--- src/rtl/reg_wb_queue.sv ---
// Write-back queue: accepts up to two results per cycle (load older than ALU), drains one per cycle
// into reg_file's single write port. Optional forwarding lookup is enabled by defining REG_WB_FWD_EN.
module reg_wb_queue #(
  parameter int DEPTH = 4,
  parameter int AW    = 5,
  parameter int DW    = 32
) (
  input  logic                     clk,
  input  logic                     rstd,
  input  logic                     ld_valid,
  output logic                     ld_ready,
  input  logic [AW-1:0]            ld_addr,
  input  logic [DW-1:0]            ld_data,
  input  logic                     alu_valid,
  output logic                     alu_ready,
  input  logic [AW-1:0]            alu_addr,
  input  logic [DW-1:0]            alu_data,
  output logic                     wren,
  output logic [AW-1:0]            wa,
  output logic [DW-1:0]            wr,
  input  logic [AW-1:0]            rd_addr1,
  input  logic [AW-1:0]            rd_addr2,
  output logic                     fwd_hit1,
  output logic                     fwd_hit2,
  output logic [DW-1:0]            fwd_data1,
  output logic [DW-1:0]            fwd_data2,
  output logic [$clog2(DEPTH):0]   count
);

  localparam int PW = $clog2(DEPTH);
  localparam int CW = PW + 1;
  localparam logic [CW-1:0] FULL_CNT = CW'(DEPTH);
  localparam logic [CW-1:0] ALU_LIM  = CW'(DEPTH - 1);

  typedef struct packed {
    logic [AW-1:0] addr;
    logic [DW-1:0] data;
  } entry_t;

  entry_t           mem [DEPTH];
  logic [DEPTH-1:0] vld;
  logic [PW-1:0]    rd_ptr;
  logic [PW-1:0]    wr_ptr;
  logic [PW-1:0]    alu_slot;
  logic [CW-1:0]    push_cnt;
  logic [CW-1:0]    count_next;
  logic             ld_push;
  logic             alu_push;
  logic             pop;
  entry_t           head;

  // Ready looks only at the registered count, so a drain never lends space in the same cycle.
  assign ld_ready  = (count < FULL_CNT);
  assign alu_ready = (count < ALU_LIM);

  // Writes to r0 complete the handshake but are dropped here.
  assign ld_push  = ld_valid  & ld_ready  & (ld_addr  != '0);
  assign alu_push = alu_valid & alu_ready & (alu_addr != '0);
  assign pop      = (count != '0);

  assign alu_slot   = ld_push ? (wr_ptr + PW'(1)) : wr_ptr;
  assign push_cnt   = {{(CW-1){1'b0}}, ld_push} + {{(CW-1){1'b0}}, alu_push};
  assign count_next = count + push_cnt - {{(CW-1){1'b0}}, pop};

  assign head = mem[rd_ptr];
  assign wren = ~pop;
  assign wa   = pop ? head.addr : '0;
  assign wr   = pop ? head.data : '0;

  // NOTE: sequential state uses non-blocking (<=) so every flop samples pre-edge values.
  always_ff @(posedge clk or negedge rstd) begin
    if (!rstd) begin
      count  <= '0;
      rd_ptr <= '0;
      wr_ptr <= '0;
      vld    <= '0;
    end else begin
      count  <= count_next;
      rd_ptr <= rd_ptr + PW'(pop);
      wr_ptr <= wr_ptr + PW'(push_cnt);
      if (pop)      vld[rd_ptr]   <= 1'b0;
      if (ld_push)  vld[wr_ptr]   <= 1'b1;
      if (alu_push) vld[alu_slot] <= 1'b1;
    end
  end

  // NOTE: payload storage is not reset; vld and count decide whether an entry is ever observed.
  always_ff @(posedge clk) begin
    if (ld_push)  mem[wr_ptr]   <= '{addr: ld_addr,  data: ld_data};
    if (alu_push) mem[alu_slot] <= '{addr: alu_addr, data: alu_data};
  end

`ifdef REG_WB_FWD_EN
  // Scan oldest to youngest so the last match (youngest entry) supplies the data.
  // NOTE: every always_comb output gets a default first, so no path can infer a latch.
  always_comb begin
    logic [PW-1:0] slot;
    slot      = '0;
    fwd_hit1  = 1'b0;
    fwd_hit2  = 1'b0;
    fwd_data1 = '0;
    fwd_data2 = '0;
    for (int i = 0; i < DEPTH; i++) begin
      slot = rd_ptr + PW'(i);
      if (vld[slot] && (mem[slot].addr == rd_addr1) && (rd_addr1 != '0)) begin
        fwd_hit1  = 1'b1;
        fwd_data1 = mem[slot].data;
      end
      if (vld[slot] && (mem[slot].addr == rd_addr2) && (rd_addr2 != '0)) begin
        fwd_hit2  = 1'b1;
        fwd_data2 = mem[slot].data;
      end
    end
  end
`else
  logic unused_fwd;
  assign unused_fwd = ^{rd_addr1, rd_addr2, vld};
  assign fwd_hit1   = 1'b0;
  assign fwd_hit2   = 1'b0;
  assign fwd_data1  = '0;
  assign fwd_data2  = '0;
`endif

endmodule

--- config.mk ---
export PLATFORM = sky130hd
export DESIGN_NAME = reg_wb_queue
export DESIGN_NICKNAME = d
export VERILOG_FILES = /design/src/rtl/reg_wb_queue.sv
export SDC_FILE = /design/constraint.sdc
export NUM_CORES = 1
export LEC_CHECK = 0
export ABC_AREA = 1
export BUFFER_PORTS_ARGS = -buffer_cell sky130_fd_sc_hd__buf_2
export CAP_MARGIN = 20
export CORE_ASPECT_RATIO = 0.5
export CORE_MARGIN = 3
export CORE_UTILIZATION = 57
export CTS_BUF_LIST = sky130_fd_sc_hd__clkbuf_4
export CTS_CLUSTER_SIZE = 28
export DETAILED_ROUTE_END_ITERATION = 10
export GPL_TIMING_DRIVEN = 0
export HOLD_SLACK_MARGIN = 0.12
export PLACE_DENSITY = 0.89
export SLEW_MARGIN = 0
export SYNTH_ARGS = -nofsm -noshare
export SYNTH_HDL_FRONTEND = slang
export SYNTH_SLANG_ARGS = --single-unit
--- constraint.sdc ---
create_clock -name clk -period 3.4 [get_ports clk]
set_input_delay 0.68 -clock clk [delete_from_list [all_inputs] [get_ports clk]]
set_output_delay 0.68 -clock clk [all_outputs]
set_load 0.01 [all_outputs]
==> results of run 1 <==
synth_stat cells:
master | instances | area [um^2]
sky130_fd_sc_hd__nor2_2 | 1 | 6.26
sky130_fd_sc_hd__nand3_1 | 8 | 40.0
sky130_fd_sc_hd__inv_1 | 15 | 56.3
sky130_fd_sc_hd__o21ai_0 | 74 | 370
sky130_fd_sc_hd__nor2_1 | 151 | 567
sky130_fd_sc_hd__clkbuf_1 | 23 | 86.3
sky130_fd_sc_hd__inv_2 | 1 | 3.75
sky130_fd_sc_hd__nand2_1 | 313 | 1170
sky130_fd_sc_hd__buf_2 | 46 | 230
sky130_fd_sc_hd__a21oi_4 | 1 | 16.3
sky130_fd_sc_hd__edfxtp_1 | 148 | 4440
sky130_fd_sc_hd__a21oi_2 | 1 | 8.76
sky130_fd_sc_hd__dfrtp_1 | 7 | 175
sky130_fd_sc_hd__xor2_1 | 3 | 26.3
sky130_fd_sc_hd__buf_4 | 77 | 578
sky130_fd_sc_hd__nand3_2 | 1 | 10.0
sky130_fd_sc_hd__fa_1 | 1 | 20.0
sky130_fd_sc_hd__a21oi_1 | 37 | 185
sky130_fd_sc_hd__nand4_1 | 148 | 926
sky130_fd_sc_hd__nor3_1 | 2 | 10.0
sky130_fd_sc_hd__conb_1 | 1 | 3.75
sky130_fd_sc_hd__xnor2_1 | 2 | 17.5
sky130_fd_sc_hd__nand2_2 | 1 | 6.26
sky130_fd_sc_hd__buf_1 | 11 | 41.3
sky130_fd_sc_hd__ha_1 | 10 | 125
stage by stage:
stage,instances,setup TNS (ns)
finish,1508,0
floorplan,1148,0
CTS,1509,0
global route,1508,0
detailed placement,1476,-0.0222
global placement,1472,-38.41
timing repair:
item / 4_1_cts / 5_1_grt
setup buffers: 0 / 0
endpoints found under the setup margin: 1 / 7
resized for setup: 1 / 10
endpoints found under the hold margin: 7 / 0
hold buffers: 1 / 0
cloned: 0 / 0
area by class of cell:
cell class                 count  area share
inverter                      16     0.00565
tap                          204      0.0240
clock inverter                15      0.0155
clock buffer                  17      0.0120
timing repair buffer         125      0.0657
sequential                   155       0.434
multi-input combinational    820       0.354
buffer                       156      0.0884
cells by family (layout without fill, tap and decap cells):
kind of cell / Yosys count / after routing
DFF: 155 / 155
buffers and inverters: 173 / 329
and+or+nand+nor: 625 / 625
AOI/OAI and AO/OA: 113 / 113
other: 1 / 66
adders and majority gates: 11 / 11
xor gates and xnor gates: 5 / 5
critical path: stages (launching register included):
cell and delay [ns]:
sky130_fd_sc_hd__dfrtp_1 0.47, sky130_fd_sc_hd__buf_2 0.29, sky130_fd_sc_hd__buf_1 0.49, sky130_fd_sc_hd__nor2_1 0.12
sky130_fd_sc_hd__nor2_1 0.10, sky130_fd_sc_hd__o21ai_0 0.09, sky130_fd_sc_hd__a21oi_1 0.28, sky130_fd_sc_hd__buf_2 0.19
layer usage:
layer	GRT usage	vias up	wire, um
met2	0.506	952	12500
met3	0.109	190	5120
met5	0	-	0
met4	0.148	0	1380
met1	0.423	3983	9740
li1	-	4035	-
path summary, 6_finish.rpt:
kind,end,slack (ns),cells past startpoint
worst max-delay path,wr[0],0.10,7
worst min-delay path,mem[1][30],0.39,3
worst max register to register,count[2],0.31,10
worst min register to register,count[0],0.61,1
max in group asynchronous,rd_ptr[0],2.80,2
min in group asynchronous,wr_ptr[0],0.44,2
registers in the layout, summed over array words and instances (netlist names):
register and cells:
mem 148, rd_ptr 2, count 3, wr_ptr 2
power by group through the flow:
stage	combinational (mW)	sequential, mW	clock (mW)
after CTS	4.92	2.88	1.19
final	5.12	2.88	1.21
after global routing	5.49	2.92	1.27
after floorplan	3.05	2.90	0
after detailed placement	4.89	2.93	0
after global placement	4.66	2.93	0
==> flow_summary_export.csv, run 1 <==
group,metric,value,unit
yosys,syn-cell-area,9130,um^2
timing,fin_skew,0.0180,ns
yosys,synth_fa_ha_area_frac,0.0159,
yosys,syn-instance-count,1083,
clock_network,tritoncts,"yes",
finish,n_antenna_cell,0,
yosys,yosys_warnings,0,
clock_network,numCtsBuffers,17,
finish,n_fill_cell,1169,
global_routing,globalRouteOverflowTotal,0,
power,power,9.22,mW
placed_design,postPlaceCellArea,10300,um^2
power,power_report.internal_total,4.66,mW
outcome,run_status,"finished clean",
setup_path,endpoint_required_time_on_the_critical_path,2.72,ns
setup_path,crit_start,"rd_ptr[0]",
global_routing,gr-usage-all-layers,0.327,
yosys,yosys.area_share.xor_xnor,0.00480,
clock_network,clock_sinks,155,
setup_path,timing.critical_path.arrival,2.62,ns
setup_path,critPathLaunchType,"flip-flop",
power,power.combinational.fraction,0.556,
setup_path,cp_max_fo,10,
drt,routed_wirelength,28.7,mm
finish,final_nets,1390,
clock_network,cts.reportedPaths.clkPinSlew,0.15,ns
finish,final_util,0.684,
drt,antenna_left,0,
global_routing,grt_pass1_wl,43.9,mm
timing,grt_setup_unrepaired,"false",
clock_network,clock_insertion_delay_worst_skew,0.59,ns
floorplan,die_width,185,um
power,power.density_cell_area,867,nW/um^2
floorplan,floorplan.die_area,17700,um^2
yosys,synth.yosys.seq_area_share,0.506,
drt,drt_iter0_drc,1605,
hold_path,tightest_hold_check_type,"in -> reg",
yosys,synthSimpleGateAreaFrac,0.300,
yosys,yosysUniqueCellTypes,25,
finish,multi_input_area,3770,um^2
flow_run,max_cap_violations,0,
power,pwr-share-clk,0.131,
clock_network,cts_root_buf,"sky130_fd_sc_hd__clkbuf_4",
drt,avgRoutedWirePerCell,19.0,um
placed_design,hpwl,20.3,mm
timing,timing_max_transition_violations_final,0,
global_routing,antenna_found_initial,0,
timing,fmax,303,MHz
power,p_leak,4.88,nW
power,sequentialPowerShare,0.313,
setup_path,setup.worst_path.class,"reg -> out",
drt,vias,9160,
finish,area_added_between_synthesis_and_finish,16.5,%
timing,hold_slack,0.390,ns
drt,via_per_inst,6.07,
placed_design,port_buffers,120,
timing,final-setup-viol-count,0,
global_routing,pin_count_of_the_biggest_net_entering_global_routing,33,
timing,worst_slack,0.104,ns
drt,drt_drc_violations_left,0,
setup_path,element_type_at_the_critical_path_end,"primary output",
floorplan,fp.coreArea,15500,um^2
power,swShare,0.495,
yosys,avgSynthCellArea,8.43,um^2
finish,seq_area,4620,um^2
placed_design,place_congestion,0.925,
finish,layout_commonest_cell,"sky130_fd_sc_hd__nand2_1",
timing,timing.final.crit_period,3.30,ns
yosys,synth_mux_area_frac,0,
power,switching_power,4.56,mW
floorplan,design.portCount,197,
power,irDropWorstVdd,0.546,mV
hold_path,holdCritStartpoint,"ld_data[30]",
clock_network,max-clock-path-buffers,2,
yosys,combinational_family_with_the_most_area_after_synthesis,"simple AND/OR/NAND/NOR gates",
global_routing,vias_in_the_first_global_route,8453,
placed_design,preCtsSetupSlack,-0.0222,ns
clock_network,h-tree-depth,4,
timing,slew_headroom,0.511,
floorplan,initial_standard_cell_utilization_of_the_core,0.588,
yosys,postSynthRegisterBits,155,
finish,fin_area,10600,um^2
finish,layout_cells_sized_above_1,0.226,
timing,timing.final.crit_share,0.969,
timing,timing_worst_slew_pin_value,0.734,ns
finish,leading_cell_types_in_the_layout_fill_and_taps_excluded,"sky130_fd_sc_hd__nand2_1 (309), sky130_fd_sc_hd__buf_2 (167), sky130_fd_sc_hd__nor2_1 (151)",
setup_path,worst_r2r_startpoint,"count[2]",
yosys,synth_compound_gate_area_share,0.0636,
floorplan,row_count,32,
timing,final_hold_viol_count,0,
floorplan,fp.dieH,95.5,um
drt,dr_pass1_iterations,8,
(Power assumes the default switching activity.)
==> run 2: changes to the inputs <==
==> constraint.sdc (replaced) <==
create_clock -name clk -period 3.7 [get_ports clk]
set_input_delay 0.74 -clock clk [delete_from_list [all_inputs] [get_ports clk]]
set_output_delay 0.74 -clock clk [all_outputs]
set_load 0.01 [all_outputs]
==> run 2 against run 1 <==
Against the previous run: setup slack improved by 0.11 ns; clock skew fell by 0.0051 ns; combinational power down 7.8%; core utilization about the same; worst hold slack gained 0.060 ns; sequential power shrank 8.0%; final area about the same; first-iteration DRC count is 6.2% lower; clock power down 8%; cell count is essentially flat; critical path type unchanged; critical endpoint unchanged; largest power group unchanged.
==> flow_summary_export.csv, run 2 (same netlist as run 1, synthesis figures left out) <==
group,metric,value,unit
outcome,run_status,"finished clean",
global_routing,pin_count_of_the_biggest_net_entering_global_routing,33,
timing,hold_slack,0.450,ns
power,p_leak,4.86,nW
floorplan,die_width,185,um
drt,antenna_left,0,
power,power.combinational.fraction,0.556,
power,sequentialPowerShare,0.312,
clock_network,post-cts-setup-buffer-count,0,
power,power.density_cell_area,798,nW/um^2
placed_design,hpwl,20.3,mm
timing,final-setup-viol-count,0,
timing,worst_slack,0.219,ns
flow_run,max_cap_violations,0,
drt,dr_pass1_iterations,7,
finish,instances_no_fill,1509,
global_routing,grt_pass1_wl,43.9,mm
clock_network,clock_sinks,155,
setup_path,setup.worst_path.class,"reg -> out",
power,power_report.internal_total,4.28,mW
finish,layout_cells_sized_above_1,0.222,
timing,fin_skew,0.0128,ns
timing,timing_worst_slew_pin_value,0.747,ns
hold_path,tightest_hold_check_type,"in -> reg",
timing,final_hold_viol_count,0,
global_routing,vias_in_the_first_global_route,8471,
finish,biggest_register,"mem",
drt,avgRoutedWirePerCell,19.2,um
timing,timing.final.crit_period,3.48,ns
setup_path,timing.critical_path.arrival,2.74,ns
setup_path,cp_max_fo,10,
clock_network,numCtsBuffers,17,
timing,fmax,287,MHz
timing,timing_max_transition_violations_final,0,
timing,total_negative_slack,0,ns
global_routing,globalRouteOverflowTotal,0,
drt,drt_iter0_drc,1506,
timing,slew_headroom,0.502,
finish,largest_register_ff_count,148,
clock_network,tritoncts,"yes",
clock_network,h-tree-depth,4,
setup_path,critPathLaunchType,"flip-flop",
placed_design,placed_cells_incl_taps,1476,
power,swShare,0.496,
floorplan,row_count,32,
setup_path,element_type_at_the_critical_path_end,"primary output",
drt,via_per_inst,6.08,
finish,layout_commonest_cell,"sky130_fd_sc_hd__nand2_1",
floorplan,fp.dieH,95.5,um
placed_design,place_congestion,0.925,
power,switching_power,4.21,mW
drt,routed_wirelength,29.0,mm
floorplan,fp.coreArea,15500,um^2
timing,grt_setup_unrepaired,"false",
finish,top_regs,"mem: 148 flops, count: 3 flops",
power,irDropWorstVdd,0.504,mV
finish,final_nets,1391,
setup_path,endpoint_required_time_on_the_critical_path,2.96,ns
timing,timing.final.crit_share,0.941,
placed_design,port_buffers,120,
finish,n_antenna_cell,0,
global_routing,antenna_found_initial,0,
placed_design,preCtsSetupSlack,0.218,ns
finish,leading_cell_types_in_the_layout_fill_and_taps_excluded,"sky130_fd_sc_hd__nand2_1 (309), sky130_fd_sc_hd__buf_2 (166), sky130_fd_sc_hd__nor2_1 (151)",
clock_network,clock_insertion_delay_worst_skew,0.59,ns
finish,area_added_between_synthesis_and_finish,16.4,%
floorplan,floorplan.die_area,17700,um^2
drt,vias,9173,
global_routing,gr-usage-all-layers,0.328,
clock_network,cts_root_buf,"sky130_fd_sc_hd__clkbuf_4",
floorplan,initial_standard_cell_utilization_of_the_core,0.588,
drt,drt_drc_violations_left,0,
clock_network,max-clock-path-buffers,2,
power,power,8.48,mW
clock_network,cts.reportedPaths.clkPinSlew,0.15,ns
floorplan,design.portCount,197,
power,pwr-share-clk,0.131,
==> run 2: cell count changes in the layout (fill, tap and decap cells not counted) <==
cell / previous run / this run
sky130_fd_sc_hd__clkbuf_2: 5 / 1
sky130_fd_sc_hd__buf_2: 167 / 166
sky130_fd_sc_hd__clkbuf_1: 17 / 23
==> run 2: cell type report <==
type	count	area [um^2]
Inverter	16	60.1
Sequential cell	155	4620
Timing Repair Buffer	125	698
Multi-Input combinational cell	820	3770
Clock buffer	17	128
Tap cell	204	255
Buffer	157	937
Fill cell	1166	4900
Clock inverter	15	165
==> run 2: path summary, 6_finish.rpt <==
check / startpoint / end / slack (ns) / cells after the start
max: rd_ptr[0] / wr[0] / 0.22 / 6
min: ld_data[24] / mem[1][24] / 0.45 / 3
max reg2reg: count[2] / count[2] / 0.35 / 13
min reg2reg: count[0] / count[0] / 0.61 / 1
max in group asynchronous: rstd / rd_ptr[1] / 3.05 / 2
min in group asynchronous: rstd / wr_ptr[1] / 0.50 / 2
==> run 2: power by group through the flow <==
stage	Clock [mW]	Sequential [mW]	Combinational (mW)
after floorplan	0	2.67	2.80
after global placement	0	2.69	4.28
after detailed placement	0	2.69	4.49
after CTS	1.09	2.65	4.52
after global routing	1.17	2.69	5.04
final	1.11	2.65	4.72
==> run 2: critical path, cell delays in order, from the launching register on <==
cell and delay (ns):
sky130_fd_sc_hd__dfrtp_1 0.47, sky130_fd_sc_hd__inv_1 0.09, sky130_fd_sc_hd__clkbuf_1 0.44, sky130_fd_sc_hd__clkbuf_1 0.48, sky130_fd_sc_hd__o21ai_0 0.20, sky130_fd_sc_hd__a21oi_1 0.28, sky130_fd_sc_hd__buf_2 0.19
==> run 2: per-stage QoR <==
step,utilization,cell area (um^2)
detailed placement,0.665,10300
global placement,0.658,10200
floorplan,-,9370
CTS,0.684,10600
global route,0.684,10600
finish,0.684,10600
==> run 2: layer usage <==
layer	wire (um)	track usage
met5	0	0
met4	1310	0.154
met3	5100	0.110
met2	12500	0.505
met1	10000	0.422
==> run 2: timing repair <==
| action | in CTS | in global routing |
|---|---|---|
| hold buffers | 1 | 0 |
| endpoints found under the setup margin | 0 | 1 |
| endpoints found under the hold margin | 7 | 0 |
| gates resized for setup | 0 | 1 |
